===== src/rtl/tcam_upd_pkg.sv =====
// ----------------------------------------------------------------------------
// tcam_upd_pkg
// Shared types and constants for the TCAM update controller.
//   op_e     : request operation (insert / delete)
//   status_e : response status codes
//   state_e  : controller FSM states
//   STAT_W   : width of the optional statistics counters
//   sat_inc  : saturating increment used by the statistics counters
// ----------------------------------------------------------------------------
package tcam_upd_pkg;

   localparam int STAT_W = 16;

   typedef enum logic {
      OP_INSERT = 1'b0,
      OP_DELETE = 1'b1
   } op_e;

   typedef enum logic [1:0] {
      ST_OK        = 2'd0,
      ST_COVERED   = 2'd1,
      ST_FULL      = 2'd2,
      ST_NOT_FOUND = 2'd3
   } status_e;

   typedef enum logic [1:0] {
      IDLE   = 2'd0,
      LOOKUP = 2'd1,
      WRITE  = 2'd2,
      RESP   = 2'd3
   } state_e;

   function automatic logic [STAT_W-1:0] sat_inc(input logic [STAT_W-1:0] v);
      return (v == '1) ? v : v + 1'b1;
   endfunction

endpackage


===== src/rtl/tcam_update_ctrl_free_slot_finder.sv =====
// ----------------------------------------------------------------------------
// free_slot_finder
// Combinational priority encoder returning the lowest-index free CAM slot.
//   free_i : DEPTH-bit bitmap, 1 = slot free
//   idx_o  : lowest free index (0 when none free)
//   any_o  : at least one slot is free
// ----------------------------------------------------------------------------
module free_slot_finder #(
   parameter int DEPTH = 64
) (
   input  logic [DEPTH-1:0]         free_i,
   output logic [$clog2(DEPTH)-1:0] idx_o,
   output logic                     any_o
);

   localparam int AW = $clog2(DEPTH);

   // Scan from the top down so the last hit written is the lowest index.
   always_comb begin
      idx_o = '0;
      any_o = 1'b0;
      for (int unsigned i = DEPTH; i > 0; i--) begin
         if (free_i[i-1]) begin
            idx_o = AW'(i - 1);
            any_o = 1'b1;
         end
      end
   end

endmodule


===== src/rtl/tcam_update_ctrl.sv =====
// ----------------------------------------------------------------------------
// tcam_update_ctrl
// Management stage in front of a single-port ternary CAM. Accepts insert /
// delete requests, performs a coverage lookup for inserts, allocates the
// lowest free slot, drives the CAM write port and returns a status response.
// Occupancy is tracked with a valid bitmap; CAM contents are never scrubbed,
// stale entries are hidden by the cleared bitmap.
//
// Ports:
//   clk, rst_n                     clock, async active-low reset
//   req_valid/req_ready            request handshake
//   req_op/patt/mask/addr          request fields (0=INSERT, 1=DELETE)
//   rsp_valid/rsp_ready            response handshake
//   rsp_status/rsp_addr            response fields
//   cam_wEn/wAddr/wPatt/wMask      CAM write port
//   cam_mPatt, cam_match, cam_mAddr CAM match port (match is combinational)
//   occupancy, full, empty         occupancy status
//   stat_ins/del/rej               response counters (TCAM_UPD_STATS_EN only)
//
// Build option: define TCAM_UPD_STATS_EN to add the statistics counters.
// ----------------------------------------------------------------------------
module tcam_update_ctrl
   import tcam_upd_pkg::*;
#(
   parameter int DEPTH = 64,
   parameter int WIDTH = 36
) (
   input  logic                     clk,
   input  logic                     rst_n,
   input  logic                     req_valid,
   output logic                     req_ready,
   input  logic                     req_op,
   input  logic [WIDTH-1:0]         req_patt,
   input  logic [WIDTH-1:0]         req_mask,
   input  logic [$clog2(DEPTH)-1:0] req_addr,
   output logic                     rsp_valid,
   input  logic                     rsp_ready,
   output logic [1:0]               rsp_status,
   output logic [$clog2(DEPTH)-1:0] rsp_addr,
   output logic                     cam_wEn,
   output logic [$clog2(DEPTH)-1:0] cam_wAddr,
   output logic [WIDTH-1:0]         cam_wPatt,
   output logic [WIDTH-1:0]         cam_wMask,
   output logic [WIDTH-1:0]         cam_mPatt,
   input  logic                     cam_match,
   input  logic [$clog2(DEPTH)-1:0] cam_mAddr,
   output logic [$clog2(DEPTH):0]   occupancy,
   output logic                     full,
   output logic                     empty
`ifdef TCAM_UPD_STATS_EN
   ,
   output logic [STAT_W-1:0]        stat_ins,
   output logic [STAT_W-1:0]        stat_del,
   output logic [STAT_W-1:0]        stat_rej
`endif
);

   localparam int          AW      = $clog2(DEPTH);
   localparam logic [AW:0] DEPTH_C = (AW+1)'(DEPTH);
   localparam logic [AW:0] OCC_ONE = {{AW{1'b0}}, 1'b1};

   state_e             state_q, state_d;
   op_e                op_q, op_d;
   status_e            status_q, status_d;
   logic [WIDTH-1:0]   patt_q, patt_d;
   logic [WIDTH-1:0]   mask_q, mask_d;
   // Holds the delete address, then the allocated / covering / response address.
   logic [AW-1:0]      addr_q, addr_d;
   logic [DEPTH-1:0]   valid_q, valid_d;
   logic [AW:0]        occ_q, occ_d;
   logic [AW-1:0]      free_idx;
   logic               free_any;

   free_slot_finder #(
      .DEPTH (DEPTH)
   ) u_free_slot_finder (
      .free_i (~valid_q),
      .idx_o  (free_idx),
      .any_o  (free_any)
   );

   always_ff @(posedge clk or negedge rst_n) begin
      if (!rst_n) begin
         state_q  <= IDLE;
         op_q     <= OP_INSERT;
         status_q <= ST_OK;
         patt_q   <= '0;
         mask_q   <= '0;
         addr_q   <= '0;
         valid_q  <= '0;
         occ_q    <= '0;
      end else begin
         state_q  <= state_d;
         op_q     <= op_d;
         status_q <= status_d;
         patt_q   <= patt_d;
         mask_q   <= mask_d;
         addr_q   <= addr_d;
         valid_q  <= valid_d;
         occ_q    <= occ_d;
      end
   end

   always_comb begin
      state_d  = state_q;
      op_d     = op_q;
      status_d = status_q;
      patt_d   = patt_q;
      mask_d   = mask_q;
      addr_d   = addr_q;
      valid_d  = valid_q;
      occ_d    = occ_q;
      case (state_q)
         IDLE: begin
            if (req_valid) begin
               op_d   = op_e'(req_op);
               patt_d = req_patt;
               mask_d = req_mask;
               addr_d = req_addr;
               if (op_e'(req_op) == OP_INSERT) begin
                  state_d = LOOKUP;
               end else if (valid_q[req_addr]) begin
                  state_d = WRITE;
               end else begin
                  status_d = ST_NOT_FOUND;
                  state_d  = RESP;
               end
            end
         end
         LOOKUP: begin
            // A match on an invalid (stale) slot does not count as coverage.
            if (cam_match && valid_q[cam_mAddr]) begin
               status_d = ST_COVERED;
               addr_d   = cam_mAddr;
               state_d  = RESP;
            end else if ((occ_q == DEPTH_C) || !free_any) begin
               status_d = ST_FULL;
               addr_d   = '0;
               state_d  = RESP;
            end else begin
               addr_d  = free_idx;
               state_d = WRITE;
            end
         end
         WRITE: begin
            if (op_q == OP_INSERT) begin
               valid_d[addr_q] = 1'b1;
               occ_d           = occ_q + OCC_ONE;
            end else begin
               valid_d[addr_q] = 1'b0;
               occ_d           = occ_q - OCC_ONE;
            end
            status_d = ST_OK;
            state_d  = RESP;
         end
         RESP: begin
            if (rsp_ready) begin
               state_d = IDLE;
            end
         end
         default: state_d = IDLE;
      endcase
   end

   assign req_ready  = (state_q == IDLE);
   assign rsp_valid  = (state_q == RESP);
   assign rsp_status = status_q;
   assign rsp_addr   = addr_q;

   // Write port is decoded straight from the state register, so an async
   // reset during WRITE drops cam_wEn immediately.
   assign cam_wEn   = (state_q == WRITE);
   assign cam_wAddr = cam_wEn ? addr_q : '0;
   assign cam_wPatt = (cam_wEn && op_q == OP_INSERT) ? patt_q : '0;
   assign cam_wMask = (cam_wEn && op_q == OP_INSERT) ? mask_q : '0;
   assign cam_mPatt = patt_q;

   assign occupancy = occ_q;
   assign full      = (occ_q == DEPTH_C);
   assign empty     = (occ_q == '0);

`ifdef TCAM_UPD_STATS_EN
   logic [STAT_W-1:0] stat_ins_q, stat_del_q, stat_rej_q;
   logic              rsp_hs;

   assign rsp_hs = rsp_valid && rsp_ready;

   always_ff @(posedge clk or negedge rst_n) begin
      if (!rst_n) begin
         stat_ins_q <= '0;
         stat_del_q <= '0;
         stat_rej_q <= '0;
      end else if (rsp_hs) begin
         if (status_q == ST_OK) begin
            if (op_q == OP_INSERT) begin
               stat_ins_q <= sat_inc(stat_ins_q);
            end else begin
               stat_del_q <= sat_inc(stat_del_q);
            end
         end else begin
            stat_rej_q <= sat_inc(stat_rej_q);
         end
      end
   end

   assign stat_ins = stat_ins_q;
   assign stat_del = stat_del_q;
   assign stat_rej = stat_rej_q;
`endif

endmodule


===== config.mk =====
export PLATFORM = sky130hd
export DESIGN_NAME = tcam_update_ctrl
export DESIGN_NICKNAME = d
export VERILOG_FILES = /design/src/rtl/tcam_upd_pkg.sv /design/src/rtl/tcam_update_ctrl_free_slot_finder.sv /design/src/rtl/tcam_update_ctrl.sv
export SDC_FILE = /design/constraint.sdc
export NUM_CORES = 1
export LEC_CHECK = 0
export ABC_AREA = 1
export CORE_ASPECT_RATIO = 1.75
export CORE_MARGIN = 2
export CORE_UTILIZATION = 46
export DETAILED_ROUTE_END_ITERATION = 10
export PLACE_DENSITY_LB_ADDON = 0.08
export SYNTH_ARGS = -nofsm -noshare
export SYNTH_HDL_FRONTEND = slang
export SYNTH_HIERARCHICAL = 1
export SYNTH_SLANG_ARGS = --single-unit

===== constraint.sdc =====
create_clock -name clk -period 3.6 [get_ports clk]
set_clock_uncertainty 0.2 [all_clocks]
set_input_delay 0.72 -clock clk [delete_from_list [all_inputs] [get_ports clk]]
set_output_delay 0.72 -clock clk [all_outputs]
set_load 0.1 [all_outputs]

; ---- Word level (Yosys, flattened, before mapping)
; Cells that the tools add are included.
[word_totals]
inputBits = 90
reg_bits = 154
out_inout_bits = 134
[classes]
n_reduce_logical = 13
bitwise_logic = 5
add_sub_neg = 2
n_eq_ne = 9
muxes = 156
magnitude_cmp = 4
[ops]
columns = cell, count
row1 = $mux 6, 68
row2 = $not 64->64, 2
row3 = $mux 36, 2
row4 = $mux 1, 70
row5 = $and 64x64->64, 1
row6 = $mux 64, 1
row7 = $or 64x64->64, 1
row8 = $lt 6x7->1 const B, 3
row9 = $mux 2, 8
row10 = $bmux 1 s6, 2
row11 = $pmux 6 s2, 1
row12 = $pmux 2 s4, 1
row13 = $add 7x1->7 const B, 1
row14 = $eq 7x7->1 const B, 1
row15 = $logic_not 7->1, 1
row16 = $mux 7, 1
row17 = $sub 7x1->7 const B, 1
row18 = $demux 1 s6, 1
row19 = $ge 6x1->1 const B, 1
row20 = $pmux 2 s3, 1
row21 = $reduce_and 2->1, 3
row22 = $reduce_and 5->1, 1
row23 = $eq 2x2->1 const B, 2
row24 = $ne 2x1->1 const B, 2
row25 = other kinds (10), 13

; ---- Logic depth before layout (Yosys ltp)
; Gate-level depths: netlist (run 1).
[logic_depth]
ltp_word = 70
mapped_depth = 68
depth_no_buf = 68

; ---- Cells and area by module
; Netlist (run 1), hierarchy kept.
[modules_own_cells]
columns = module, n_inst, cells_each, area_each_um2, seq_area_each_um2
row1 = tcam_update_ctrl, 1, 1189, 8583.2, 3853.7
row2 = free_slot_finder, 1, 224, 914.6, 0.0

; ---- Least setup slack after synthesis (run 1)
; OpenSTA, ideal clock, no wires.
[synth_timing]
path_kind = flip-flop to flip-flop
from = reg occ_q[5] (netlist: occupancy[5])
to = reg state_q[0]
arrival_time_ns = 4.243
setup_time_ns = 0.083
n_path_buf = 0
stages_incl_launch_ff = 9
setup_slack_ns = -0.925
period_less_slack_ns = 4.525
path_cell_list = dfrtp_1 or2_2 nor3_1 nor2_1 inv_1 a211oi_1 nand2_1 nand3_1 o21ai_0
[synth_between]
elab_chain_cells = 5
[synth_lines]
columns = element, line_no
row1 = from (decl), tcam_update_ctrl.sv:70  ; logic [AW:0] occ_q, occ_d;
row2 = from (signal assigned), tcam_update_ctrl.sv:91  ; occ_q <= '0;
row3 = from (signal assigned), tcam_update_ctrl.sv:100  ; occ_q <= occ_d;
row4 = $eq 7x7->1, n/a
row5 = named net full, tcam_update_ctrl.sv:48  ; output logic full,
row6 = $logic_or 1x1->1, tcam_update_ctrl.sv:136  ; end else if ((occ_q == DEPTH_C) || !free_any) begin
row7 = $mux 1, tcam_update_ctrl.sv:136
row8 = $mux 1, tcam_update_ctrl.sv:132  ; if (cam_match && valid_q[cam_mAddr]) begin
row9 = $pmux 2 s4, tcam_update_ctrl.sv:113  ; case (state_q)
row10 = to (signal assigned), tcam_update_ctrl.sv:93  ; state_q <= state_d;
row11 = to (decl), tcam_update_ctrl.sv:62  ; state_e state_q, state_d;
; The timed path passes the listed nets, and every way through them passes these cells.
; A chain may end at the register's enable or synchronous reset.

==> key figures, run 1 <==
Run status
  – Status: finished, violations left
  – Failing checks: negative setup slack

GRT
  – Number of global-route vias before repair: 10200
  – GRT overflow: 0
  – Largest net degree at the start of global routing: 90
  – GRT Overall Usage: 30.6%
  – First-pass GRT wire length: 52800 µm
  – Initial antenna violation count: 0

Clock network
  – Cts hold-fix bufs: 0
  – Clock Latency Late Sink: 0.43 ns
  – CTS Root Buffer Type: clkbuf_16
  – CTS tree: built
  – H-tree depth: 4
  – CTS Buf Count: 17
  – Total clock sinks: 154
  – Clk buf depth: 2
  – Clk slew on worst S/H paths: 0.07 ns

Synthesis
  – Area of the mapped netlist: 9500 µm²
  – Largest family of logic cells by synthesized area: simple AND/OR/NAND/NOR gates
  – Post-Synth Adder-Cell Area: 1.40%
  – Synth Net Count: 1513
  – Mux contribution to synthesized area: 0%
  – Post-synthesis cell count: 1413
  – Area share of and/or/nand/nor cells after synthesis: 28.6%
  – Post-Syn Area per Cell: 6.72 µm²
  – Distinct cells, synth: 33
  – Post-synth EDFFs: 0
  – Compound-Gate Fraction of Synth Area: 14.7%
  – FF+latch count, synth: 154
  – Register area share after synthesis: 40.6%
  – Synth Area in XOR/XNOR: 0.369%
  – Top_reg_cell synth: dfrtp_1
  – Syn. warnings: 6
  – Post-synth ARST share: 100%

Place
  – Pre-CTS setup slack: -0.536 ns
  – Port bufs: 223
  – Post-DP HPWL: 23900 µm
  – GPL Wtd Cong: 1.02
  – Post-Place Cells: 1867

STA
  – Final hold violations: 0
  – Hold_ws: 0.0733 ns
  – Fmax: 246 MHz
  – Final worst-path cycle share: 113%
  – Setup slack after layout: -0.466 ns
  – RSZ-0062 raised after global routing: yes
  – Slew HR: 33.2%
  – Tightest Pin Transition: 0.997 ns
  – Fin. max-slew vios: 0
  – Tmin final: 4.07 ns
  – Final setup violation count: 1

Drt
  – Starting DRT DRC Count: 700
  – Uppermost layer routed: met4
  – Routed WL: 32800 µm
  – Met2 routed WL: 16800 µm
  – WL/cell: 17.3 µm
  – Metal-1 WL: 11500 µm
  – DRC viols: 0
  – DR WL met3: 2360 µm
  – Vias: 10100
  – DRT antenna net count: 0
  – Vias per cell: 5.32
  – 1st-pass router iterations: 5

Setup path
  – Crit-path max cell delay: 0.39 ns
  – CP Data Arrival Time: 4.24 ns
  – Reg2reg setup slack: -0.47 ns
  – CP max FO: 2
  – Buf/Inv on CP: 4
  – Worst setup EP type: flip-flop
  – Delay-heaviest family, CP: simple AND/OR/NAND/NOR gates
  – Type of origin of the critical path: flip-flop
  – Critical Path Most Common Cell: nand2_1
  – Setup Crit Path Kind: reg -> reg
  – Critical Path RT: 3.78 ns
  – CP max-delay cell: dfrtp_1

Floorplanning
  – Initial Util: 46.8%
  – Chip Height: 194 µm
  – Ports: 224
  – Cell row count: 69
  – Die Span X: 113 µm
  – Core area: 20300 µm²
  – Die Footprint: 21900 µm²

Layout
  – Final #Nets: 1739
  – Diode count: 0
  – Layout cell share with drive strength beyond 1: 15.4%
  – Post-Layout Cell Count: 1900
  – Area grow syn2layout: 40.7%
  – Filler instances: 1767

Power and ir drop
  – PwrDens: 1080 nW/µm²
  – Leak Pwr: 0.00663 µW
  – Max VDD drop: 973 µV

Flow run
  – Max-Cap Viols: 0

Hold path
  – HP Class: in -> async
==> cells in the mapped netlist (7+ instances only) <==
master      n  area share [%]
clkbuf_1   45             1.8
nand4_1     9            0.59
dfrtp_1   154              41
nand2_1   371              15
nor3_1      7            0.37
buf_2      14            0.74
nand3_1   118             6.2
o21ai_0   107             5.6
a31oi_1    58             3.8
ha_1        9             1.2
buf_6       9             1.1
a21oi_1    84             4.4
inv_1     258              10
nor2_1    128             5.1
==> cell type report <==
cell class | count | area, µm² | share of cell area (%)
Inverter | 262 | 990 | 7.41
Clock inverter | 11 | 143 | 1.07
Clock buffer | 21 | 460 | 3.45
Tap cell | 248 | 310 | 2.32
Multi-Input combinational cell | 924 | 4330 | 32.4
Timing Repair Buffer | 280 | 3280 | 24.5
Sequential cell | 154 | 3850 | 28.9
==> cell usage in the layout (no fill, tap or decap), types with 6 or more instances in the layout <==
cell type and instances:
nor2_1 127, clkbuf_16 17, inv_1 255, a31oi_1 58, ha_1 9, buf_12 76, clkdlybuf4s50_1 88, nand3_1 118
nor3_2 6, nand4_1 9, buf_4 115, o21ai_0 105, nand2_1 370, a21oi_1 83, dfrtp_1 153
==> timing repair <==
action,4_1_cts,5_1_grt
hold endpoints to repair,0,0
endpoints found under the setup margin,1,2
resized for setup,1,10
buffers inserted,1,1
pin swaps,1,12
==> per-layer routing <==
metal | vias up | track usage (%)
met5 | - | 0
met4 | 0 | 18.9
met3 | 127 | 7.66
met2 | 415 | 53.9
met1 | 4689 | 32.1
li1 | 4876 | -
==> worst reg2reg max path: cells and delay by family (launching register included) <==
family	cells	cell delay (ns)
buffers and inverters	4	0.19
AOI/OAI and AO/OA	1	0.11
DFF	1	0.39
and+or+nand+nor	62	3.18
==> through the flow <==
stage / power (µW) / cell area, µm² / utilization, % / TNS (ns)
after floorplan: 9700 / 9510 / - / -37.17
after global placement: 12400 / 12700 / 62.7 / -0.487
after detailed placement: 12600 / 12700 / 62.7 / -0.536
after CTS: 14500 / 13300 / 65.7 / -0.529
after global routing: 15300 / 13400 / 65.9 / -1.31
final: 14400 / 13400 / 65.9 / -0.466
==> final timing paths <==
path / end / cells past startpoint
min in group clk: rsp_status[0]$_DFFE_PN0P_ / 2
worst min register to register: rsp_status[0]$_DFFE_PN0P_ / 2
max in group asynchronous: cam_mPatt[21]$_DFFE_PN0P_ / 2
worst min-delay path: mask_q[20]$_DFFE_PN0P_ / 1
worst max register to register: rsp_addr[0]$_DFFE_PN0P_ / 67
worst max-delay path: rsp_addr[0]$_DFFE_PN0P_ / 67
==> logic make-up after synthesis <==
group,Yosys count
fa+ha+maj,10
simple gates,651
buf+inv,335
xor+xnor,4
flops,154
compound gates,259
==> power by group <==
part / switching (µW) / internal [µW] / leakage [µW]
Clock: 752 / 1130 / 0.000293
Combinational: 6870 / 2530 / 0.00439
Sequential: 646 / 2530 / 0.00194
(Power assumes the default switching activity.)
==> inputs of run 2 (changes only) <==
Settings changed: CORE_UTILIZATION 46 to 52, CTS_BUF_LIST set to sky130_fd_sc_hd__clkbuf_8.
Clock period 3.6 ns to 4 ns, I/O delays scaled along.
==> run 2 against run 1 <==
The run still ends with negative setup slack left. Largest cell class unchanged. Non-clock buffer count is 11 lower. Via count grew 0.91%. Fmax down 2.6%. Hold slack gained 0.066 ns. Design area is 1.7% lower.
==> key figures, run 2 (synthesized netlist as in run 1, its figures left out) <==
Run status
  – Status: finished, violations left
  – Failing checks: negative setup slack

Setup path
  – Worst reg2reg path depth: 39 (-42%)
  – RR Endpoint: rsp_addr[1]$_DFFE_PN0P_
  – Critical Path RT: 4.16 ns (+0.38 ns)
  – Worst setup EP type: flip-flop
  – Crit-path max cell delay: 0.37 ns (-0.02 ns)
  – CP max-delay cell: dfrtp_1
  – Crit path capture: rsp_addr[1]$_DFFE_PN0P_
  – Setup Crit Path Kind: reg -> reg
  – CP max FO: 2 (unchanged)
  – Critical Path Most Common Cell: nand2_1
  – Type of origin of the critical path: flip-flop
  – Reg2reg setup slack: -0.17 ns (+0.29 ns)
  – CP Data Arrival Time: 4.34 ns (+0.10 ns)

Drt
  – WL/cell: 17.6 µm (+2.2%)
  – DRC viols: 0 (unchanged)
  – Vias: 10200 (+0.91%)
  – Routed WL: 33100 µm (+0.77%)
  – Vias per cell: 5.44 (+2.3%)
  – DRT antenna net count: 0 (unchanged)
  – Starting DRT DRC Count: 823 (+18%)
  – 1st-pass router iterations: 6 (+1)

Floorplanning
  – Chip Height: 183 µm (-5.8%)
  – Ports: 224 (unchanged)
  – Core area: 18000 µm² (-11%)
  – Initial Util: 52.8% (+6.0 points)
  – Cell row count: 65 (-5.8%)
  – Die Footprint: 19400 µm² (-11%)
  – Die Span X: 106 µm (-5.7%)

STA
  – Tightest Pin Transition: 1.05 ns (+0.0520 ns)
  – RSZ-0062 raised after global routing: yes
  – Setup slack after layout: -0.175 ns (+0.291 ns)
  – Slew HR: 29.8% (-3.3 points)
  – Fin. max-slew vios: 0 (unchanged)
  – Final worst-path cycle share: 104% (-8.6 points)
  – Final hold violations: 0 (unchanged)
  – Final setup violation count: 2 (+1)
  – Fmax: 240 MHz (-2.6%)
  – Tmin final: 4.17 ns (+0.109 ns)

Layout
  – Filler instances: 1501 (-15%)
  – Area grow syn2layout: 38.3%
  – Final Core Density: 73.1% (+7.2 points)
  – Most frequent cells in the layout: nand2_1 (367), inv_1 (254), dfrtp_1 (154), clkdlybuf4s50_1 (137), nor2_1 (126)
  – Layout cell share with drive strength beyond 1: 11.9% (-3.5 points)
  – Most common cell after layout, fill and taps aside: nand2_1
  – Post-Layout Cell Count: 1874 (-1.4%)
  – Final #Nets: 1728 (-0.63%)
  – Diode count: 0 (unchanged)

Clock network
  – Total clock sinks: 154 (unchanged)
  – CTS tree: built
  – CTS Root Buffer Type: clkbuf_8
  – CTS Buf Count: 17 (unchanged)
  – Cts hold-fix bufs: 0 (unchanged)
  – H-tree depth: 4 (unchanged)
  – Clk slew on worst S/H paths: 0.09 ns (+0.02 ns)
  – Clk buf depth: 2 (unchanged)
  – Clock Latency Late Sink: 0.47 ns (+0.04 ns)

GRT
  – Largest net degree at the start of global routing: 88 (-2.2%)
  – First-pass GRT wire length: 52700 µm (-0.23%)
  – Initial antenna violation count: 0 (unchanged)
  – GRT overflow: 0 (unchanged)
  – Number of global-route vias before repair: 10200 (+0.56%)
  – GRT Overall Usage: 35.1% (+4.5 points)

Power and ir drop
  – Max VDD drop: 970 µV (-0.36%)
  – PwrDens: 959 nW/µm² (-11%)
  – Leak Pwr: 0.00642 µW (-3.2%)

Place
  – GPL Wtd Cong: 1.01 (-0.69%)
  – Post-DP HPWL: 24000 µm (+0.39%)
  – Post-Place Cells: 1835 (-1.7%)
  – Port bufs: 223 (unchanged)

Hold path
  – HP Class: in -> async

Flow run
  – Max-Cap Viols: 0 (unchanged)
## run 2: cell count changes in the layout (fill, tap and decap cells not counted), sizes merged
cell,previous run,this run
clkbuf,21,17
clkinv,6,5
clkdlybuf4s50,88,137
clkinvlp,2,1
buf,192,132
inv,262,269
bufinv,3,1
## run 2: through the flow
step | area [µm²] | power [µW] | hold WS (ns) | setup TNS [ns] | setup WS [ns]
2_1_floorplan | 9510 | 8730 | 0.304 | -14.08 | -0.201
3_3_place_gp | 12700 | 11200 | 0.264 | -0.0864 | -0.0864
3_5_place_dp | 12700 | 11300 | 0.267 | -0.111 | -0.111
4_1_cts | 13100 | 12600 | 0.161 | -0.188 | -0.128
5_1_grt | 13100 | 13300 | 0.181 | -1.28 | -0.711
6_report | 13100 | 12600 | 0.139 | -0.281 | -0.175
## run 2: how the worst min path moves through the flow
| stage | from | to | slack, ns |
|---|---|---|---|
| 3_5_place_dp | rsp_status[0]$_DFFE_PN0P_ | rsp_status[0]$_DFFE_PN0P_ | 0.27 |
| 2_1_floorplan | rst_n | async pin | 0.30 |
| 3_3_place_gp | rsp_status[1]$_DFFE_PN0P_ | rsp_status[1]$_DFFE_PN0P_ | 0.26 |
| 6_report | rst_n | mask_q[30]$_DFFE_PN0P_ | 0.14 |
| 4_1_cts | rst_n | mask_q[30]$_DFFE_PN0P_ | 0.16 |
| 5_1_grt | rst_n | mask_q[30]$_DFFE_PN0P_ | 0.18 |
## run 2: repair_timing
action	in CTS	in global routing
endpoints found under the setup margin	1	2
pin swaps	2	1
setup buffers	8	0
resized for setup	2	7
## run 2: final cells by class
type | count | area [µm²] | share of cell area [%]
clock inverter | 14 | 135 | 1.03
multi-input combinational | 924 | 4310 | 32.8
inverter | 262 | 990 | 7.53
timing repair buffer | 269 | 3320 | 25.3
clock buffer | 17 | 234 | 1.78
sequential | 154 | 3850 | 29.3
tap | 234 | 293 | 2.23
## run 2: report_power, final
| group | total (µW) | switching [µW] | internal, µW | leakage (µW) |
|---|---|---|---|---|
| registers | 2810 | 543 | 2270 | 0.00194 |
| logic | 8620 | 6270 | 2350 | 0.00428 |
| clock network | 1160 | 657 | 503 | 0.000193 |
| total | 12600 | 7470 | 5120 | 0.00642 |
## run 2: layer usage
| layer | vias to the layer above | track usage, % | wire length, µm |
|---|---|---|---|
| met5 | - | 0 | 0 |
| met4 | 0 | 24.1 | 2660 |
| met3 | 152 | 10.7 | 3060 |
| met2 | 461 | 60.5 | 16400 |
| met1 | 4716 | 35.9 | 10900 |
| li1 | 4870 | - | - |
## run 2: worst max-delay path: cells and delay by family, from the launching register on
family / cells / cell delay, ns
AOI/OAI and AO/OA: 7 / 1.06
and+or+nand+nor: 23 / 1.56
buffers and inverters: 9 / 0.87
DFF: 1 / 0.37
